### src/rtl/eth_arb_pkg.sv
// Shared types and helpers for the Ethernet burst arbiter.
//   arb_state_e : one-hot arbiter state (idle, sending a burst, inter-burst gap)
//   id_width()  : bit width needed to index n channels (minimum 1)
package eth_arb_pkg;

    typedef enum logic [2:0] {
        StIdle = 3'b001,
        StSend = 3'b010,
        StGap  = 3'b100
    } arb_state_e;

    function automatic int unsigned id_width(input int unsigned n);
        return (n > 1) ? $clog2(n) : 1;
    endfunction

    localparam int unsigned DefaultNumCh = 4;
    localparam int unsigned DefaultChW   = id_width(DefaultNumCh);

endpackage

### src/rtl/rr_arbiter.sv
// Combinational round-robin picker.
//   req_i         : per-channel request vector
//   rr_ptr_i      : most recently granted channel (lowest priority this round)
//   grant_valid_o : at least one request is set
//   grant_o       : first requesting channel after rr_ptr_i, modulo NUM_CH
module rr_arbiter
    import eth_arb_pkg::*;
#(
    parameter int unsigned NUM_CH = 4,
    parameter int unsigned CH_W   = id_width(NUM_CH)
) (
    input  logic [NUM_CH-1:0] req_i,
    input  logic [CH_W-1:0]   rr_ptr_i,
    output logic              grant_valid_o,
    output logic [CH_W-1:0]   grant_o
);

    logic [CH_W-1:0] idx;

    always_comb begin
        grant_valid_o = 1'b0;
        grant_o       = '0;
        idx           = '0;
        // Scan from lowest to highest priority; the last hit is the nearest
        // requester after rr_ptr_i, so it overrides earlier ones.
        for (int k = NUM_CH; k >= 1; k--) begin
            idx = CH_W'((int'(rr_ptr_i) + k) % NUM_CH);
            if (req_i[idx]) begin
                grant_valid_o = 1'b1;
                grant_o       = idx;
            end
        end
    end

endmodule

### src/rtl/eth_burst_arbiter.sv
// Shares one Ethernet transmit path between NUM_CH FWFT capture FIFOs.
// A ready channel (full and not empty) is granted round-robin, up to BURST_LEN
// words are drained from it, and a GAP_LEN-cycle idle gap follows every burst.
//   clk, rstn   : clock, synchronous active-low reset
//   enable      : arbitration enable, only looked at while idle
//   ch_full     : per-channel FIFO full flags
//   ch_empty    : per-channel FIFO empty flags
//   ch_dout     : per-channel FWFT data, channel i at [i*DATA_W +: DATA_W]
//   ch_rd_en    : per-channel pop strobe (one-hot or zero)
//   eth_valid   : eth_data holds a word for the packetiser
//   eth_ready   : packetiser accepts the word
//   eth_data    : data of the granted channel
//   eth_chan    : granted channel ID
//   eth_last    : final word of a full-length burst
//   eth_abort   : one-cycle pulse when a burst is cut short by an empty FIFO
//   busy        : burst or gap in progress
module eth_burst_arbiter
    import eth_arb_pkg::*;
#(
    parameter int unsigned NUM_CH    = 4,
    parameter int unsigned DATA_W    = 16,
    parameter int unsigned BURST_LEN = 512,
    parameter int unsigned GAP_LEN   = 2048,
    localparam int unsigned ChW      = id_width(NUM_CH)
) (
    input  logic                     clk,
    input  logic                     rstn,
    input  logic                     enable,
    input  logic [NUM_CH-1:0]        ch_full,
    input  logic [NUM_CH-1:0]        ch_empty,
    input  logic [NUM_CH*DATA_W-1:0] ch_dout,
    output logic [NUM_CH-1:0]        ch_rd_en,
    output logic                     eth_valid,
    input  logic                     eth_ready,
    output logic [DATA_W-1:0]        eth_data,
    output logic [ChW-1:0]           eth_chan,
    output logic                     eth_last,
    output logic                     eth_abort,
    output logic                     busy
);

    localparam int unsigned WordW = $clog2(BURST_LEN);
    localparam int unsigned GapW  = (GAP_LEN > 1) ? $clog2(GAP_LEN) : 1;

    arb_state_e       state_q, state_d;
    logic [ChW-1:0]   grant_q, grant_d;
    logic [ChW-1:0]   rr_ptr_q, rr_ptr_d;
    logic [WordW-1:0] word_cnt_q, word_cnt_d;
    logic [GapW-1:0]  gap_cnt_q, gap_cnt_d;

    logic [NUM_CH-1:0] req;
    logic              arb_valid;
    logic [ChW-1:0]    arb_grant;
    logic              grant_empty;
    logic              word_last;
    logic              xfer;

    assign req         = ch_full & ~ch_empty;
    assign grant_empty = ch_empty[grant_q];
    assign word_last   = (word_cnt_q == WordW'(BURST_LEN - 1));

    rr_arbiter #(
        .NUM_CH (NUM_CH),
        .CH_W   (ChW)
    ) u_rr_arbiter (
        .req_i         (req),
        .rr_ptr_i      (rr_ptr_q),
        .grant_valid_o (arb_valid),
        .grant_o       (arb_grant)
    );

    always_comb begin
        state_d    = state_q;
        grant_d    = grant_q;
        rr_ptr_d   = rr_ptr_q;
        word_cnt_d = word_cnt_q;
        gap_cnt_d  = gap_cnt_q;
        ch_rd_en   = '0;
        eth_valid  = 1'b0;
        eth_data   = '0;
        eth_chan   = '0;
        eth_last   = 1'b0;
        eth_abort  = 1'b0;
        busy       = 1'b0;
        xfer       = 1'b0;

        unique case (state_q)
            StIdle: begin
                if (enable && arb_valid) begin
                    grant_d  = arb_grant;
                    rr_ptr_d = arb_grant;
                    state_d  = StSend;
                end
            end

            StSend: begin
                busy      = 1'b1;
                eth_chan  = grant_q;
                eth_data  = ch_dout[grant_q*DATA_W +: DATA_W];
                eth_valid = ~grant_empty;
                eth_last  = ~grant_empty & word_last;
                xfer      = ~grant_empty & eth_ready;
                if (xfer) begin
                    ch_rd_en = NUM_CH'(1) << grant_q;
                end
                // A dry FIFO ends the burst early, whether or not any word
                // has gone out yet; no eth_last is produced in that case.
                if (grant_empty) begin
                    eth_abort  = 1'b1;
                    word_cnt_d = '0;
                    state_d    = StGap;
                end else if (xfer) begin
                    if (word_last) begin
                        word_cnt_d = '0;
                        state_d    = StGap;
                    end else begin
                        word_cnt_d = word_cnt_q + 1'b1;
                    end
                end
            end

            StGap: begin
                busy = 1'b1;
                if (gap_cnt_q == GapW'(GAP_LEN - 1)) begin
                    gap_cnt_d = '0;
                    state_d   = StIdle;
                end else begin
                    gap_cnt_d = gap_cnt_q + 1'b1;
                end
            end

            default: begin
                state_d = StIdle;
            end
        endcase
    end

    always_ff @(posedge clk) begin
        if (!rstn) begin
            state_q    <= StIdle;
            grant_q    <= '0;
            rr_ptr_q   <= ChW'(NUM_CH - 1);
            word_cnt_q <= '0;
            gap_cnt_q  <= '0;
        end else begin
            state_q    <= state_d;
            grant_q    <= grant_d;
            rr_ptr_q   <= rr_ptr_d;
            word_cnt_q <= word_cnt_d;
            gap_cnt_q  <= gap_cnt_d;
        end
    end

endmodule

### config.mk
export PLATFORM = sky130hd
export DESIGN_NAME = eth_burst_arbiter
export DESIGN_NICKNAME = d
export VERILOG_FILES = /design/src/rtl/eth_arb_pkg.sv /design/src/rtl/rr_arbiter.sv /design/src/rtl/eth_burst_arbiter.sv
export SDC_FILE = /design/constraint.sdc
export NUM_CORES = 1
export LEC_CHECK = 0
export CORE_ASPECT_RATIO = 1.25
export CORE_UTILIZATION = 36
export DETAILED_ROUTE_END_ITERATION = 8
export PLACE_DENSITY = 0.89
export SYNTH_ARGS = -nofsm -noshare
export SYNTH_HDL_FRONTEND = slang
export SYNTH_HIERARCHICAL = 1
export SYNTH_SLANG_ARGS = --single-unit
### constraint.sdc
create_clock -name clk -period 2 [get_ports clk]
set_clock_uncertainty 0.2 [all_clocks]
set_input_delay 0.4 -clock clk [delete_from_list [all_inputs] [get_ports clk]]
set_output_delay 0.4 -clock clk [all_outputs]
set_load 0.02 [all_outputs]
==> out/qor.csv <==
metric;value;unit
status;finished with violations;
violations;negative setup slack;
cap_violations;0;
drtIter0Drc;172;
seqPwrFrac;38.2;%
cts_tree;built;
coreArea;5190;µm²
grt_pass1_wl;12200;µm
final_area;3980;µm²
clk_latency;290;ps
powerDensity;375;nW/µm²
setup.worst_path.class;reg -> out;
ir_drop;0.000478;V
path_cells;buf_6 > mux4_2 > buf_6 > and2_4 > buf_6;
port_buffers;101;
period_share;121;%
fmax;0.414;GHz
fp-row-count;29;
synth-edff-count;0;
overflow;0;
seq_area_frac_synth;27.1;%
cts_sinks;27;
worstHoldPathType;reg -> reg;
rsz0062_at_grt;yes;
syn_area;1990;µm²
crit_path_frequent_cell;buf_6;
drive_gt1_share;44.9;%
dp.cells;415;
die_w;68.5;µm
die_h;85.2;µm
synth_seq_cells;27;
cp.required;1400;ps
avgSynthCellArea;9.05;µm²
worst_slack;-417;ps
io_pins;102;
ctsHoldBuffers;0;
swShare;28.8;%
p_clk_share;22.4;%
grt_max_degree;22;
post-place-ws;-840;ps
grtUsageTotal;28.4;%
place_area;3420;µm²
die_area;5840;µm²
finalSetupViolCount;36;
drt_pre_antenna_iters;5;
hpwl;5720;µm
n_antenna_cell;0;
post_drt_wl_per_cell;22.1;µm
synthCells;220;
critPathSlowestCell;mux4_2;
layoutNonFillerInstCount;438;
max_stage_delay;590;ps
initial_core_util;38.4;%
period_minus_slack;2420;ps
place_congestion;0.846;
vias_per_cell;5.93;
combPwrFrac;39.4;%
dr_total_vias;2597;
yosysWarningCount;6;
cp-end-kind;output port;
routed_wl;9670;µm
async_flop_share;0;%
cts_buffers;3;
area_growth;99.7;%
worstSetupStartpointType;register;
root_buffer;clkbuf_8;
ys_types;45;
netSwitchingPower;430;µW
antenna_found_initial;0;
drc;0;
cp.arrival;1820;ps
final_antenna_net_count;0;
syn_nets;299;
leakagePower;0.00159;µW
ctsHtreeMaxLevel;1;
grt_pass1_vias;2515;
slew_violations;0;
slew_headroom;73.9;%
hold_violations;0;
cts_max_path_buffers;2;
synth_ff_type;dfxtp_1;
path_clk_slew;100;ps
layout.nets;456;
critical_path_peak_fanout;4;
p_int;1060;µW
worst_pin_slew;390;ps
-- through the flow --
stage | hold slack [ps] | total power (µW) | setup TNS [ps] | util [%]
finish | 306 | 1490 | -8080 | 76.7
global route | 328 | 1540 | -9610 | 76.7
CTS | 283 | 1440 | -8190 | 73.4
detailed placement | 269 | 1030 | -20470 | 65.9
global placement | 260 | 1020 | -19280 | 65.9
floorplan | 249 | 766 | -986 | -
-- critical path, delay by kind of cell (launching register included) --
family	cells	cell delay (ps)
muxes	1	590
DFF	1	410
buffers and inverters	3	390
and+or+nand+nor	1	130
-- final cells by class --
| class | count | area (µm²) |
|---|---|---|
| clock inverter | 1 | 7.51 |
| fill | 310 | 1210 |
| tap | 62 | 77.6 |
| timing repair buffer | 164 | 1620 |
| inverter | 5 | 18.8 |
| clock buffer | 3 | 41.3 |
| sequential | 27 | 554 |
| multi-input combinational | 176 | 1660 |
-- cell usage after synthesis (2+ instances only) --
cell / number / share of area (%)
nor3b_1: 4 / 1.5
nand4_1: 3 / 0.94
buf_1: 2 / 0.38
a31oi_1: 2 / 0.63
o211ai_1: 2 / 0.75
nor4_1: 5 / 1.6
nor3_1: 4 / 1.0
o21ai_0: 3 / 0.75
a21oi_1: 8 / 2.0
xnor2_1: 9 / 4.0
nor2_1: 25 / 4.7
nor2b_1: 6 / 1.9
nand2_1: 16 / 3.0
mux2i_1: 7 / 3.5
mux4_2: 17 / 19
ha_1: 3 / 1.9
nand3_1: 9 / 2.3
xor2_1: 4 / 1.8
and3_1: 2 / 0.63
nand2b_1: 5 / 1.6
dfxtp_1: 27 / 27
clkbuf_1: 7 / 1.3
buf_2: 3 / 0.75
and2_1: 22 / 6.9
inv_1: 5 / 0.94
-- logic make-up (layout without fill, tap and decap cells) --
logic type / count (synthesis) / count (layout) / share of synthesized area [%]
xor+xnor: 13 / 13 / 5.72
fa+ha+maj: 3 / 3 / 1.88
flops: 27 / 27 / 27.1
compound gates: 25 / 25 / 8.73
mux: 24 / 24 / 22.7
buf+inv: 17 / 173 / 3.39
simple gates: 111 / 111 / 30.4
-- routing by layer --
metal	up-vias	GRT usage, %	wire, µm
met5	-	0	0
met4	0	13.6	575
met3	52	5.65	1080
li1	1112	-	-
met2	195	51.8	4830
met1	1238	29.7	3190
-- registers in the layout (all words and copies together) (netlist names) --
signal      flops
gap_cnt_q      11
grant_q         2
state_q         3
word_cnt_q      9
rr_ptr_q        2
-- power by group through the flow --
stage | registers, µW | logic (µW) | clock network [µW]
final | 571 | 588 | 334
after global routing | 571 | 615 | 354
after CTS | 569 | 540 | 328
after detailed placement | 579 | 451 | 0
after global placement | 578 | 439 | 0
after floorplan | 576 | 190 | 0
-- layout by cell type (no fill, tap or decap), types with 3 or more instances in the layout --
| cell type | n |
|---|---|
| clkbuf_8 | 3 |
| xnor2_1 | 9 |
| buf_4 | 45 |
| nor2b_1 | 3 |
| buf_6 | 33 |
| a21oi_1 | 7 |
| buf_2 | 5 |
| mux2i_1 | 6 |
| inv_1 | 5 |
| nand2b_1 | 4 |
| buf_12 | 4 |
| and2_4 | 17 |
| mux4_2 | 17 |
| dlygate4sd2_1 | 5 |
| nand2_1 | 14 |
| xor2_1 | 4 |
| nor2_1 | 23 |
| nor3b_1 | 3 |
| nand3_1 | 6 |
| dfxtp_4 | 3 |
| nand4_1 | 3 |
| nor2b_2 | 3 |
| dfxtp_1 | 22 |
| and2_1 | 5 |
| clkdlybuf4s50_1 | 70 |
-- worst paths after layout --
| path | startpoint | cells after the start | slack [ps] | to |
|---|---|---|---|---|
| setup / recovery | grant_q[0] | 5 | -420 | eth_abort |
| hold / removal | word_cnt_q[8] | 2 | 310 | word_cnt_q[8] |
| hold reg to reg | word_cnt_q[8] | 2 | 310 | word_cnt_q[8] |
| setup reg to reg | grant_q[0] | 7 | -220 | word_cnt_q[1] |
-- what timing repair did --
action	CTS	global route
pin swaps	22	17
cloned	3	0
endpoints found under the setup margin	37	42
resized for setup	194	45
buffers inserted	10	9
No activity file was read; power rests on OpenSTA's default activity.
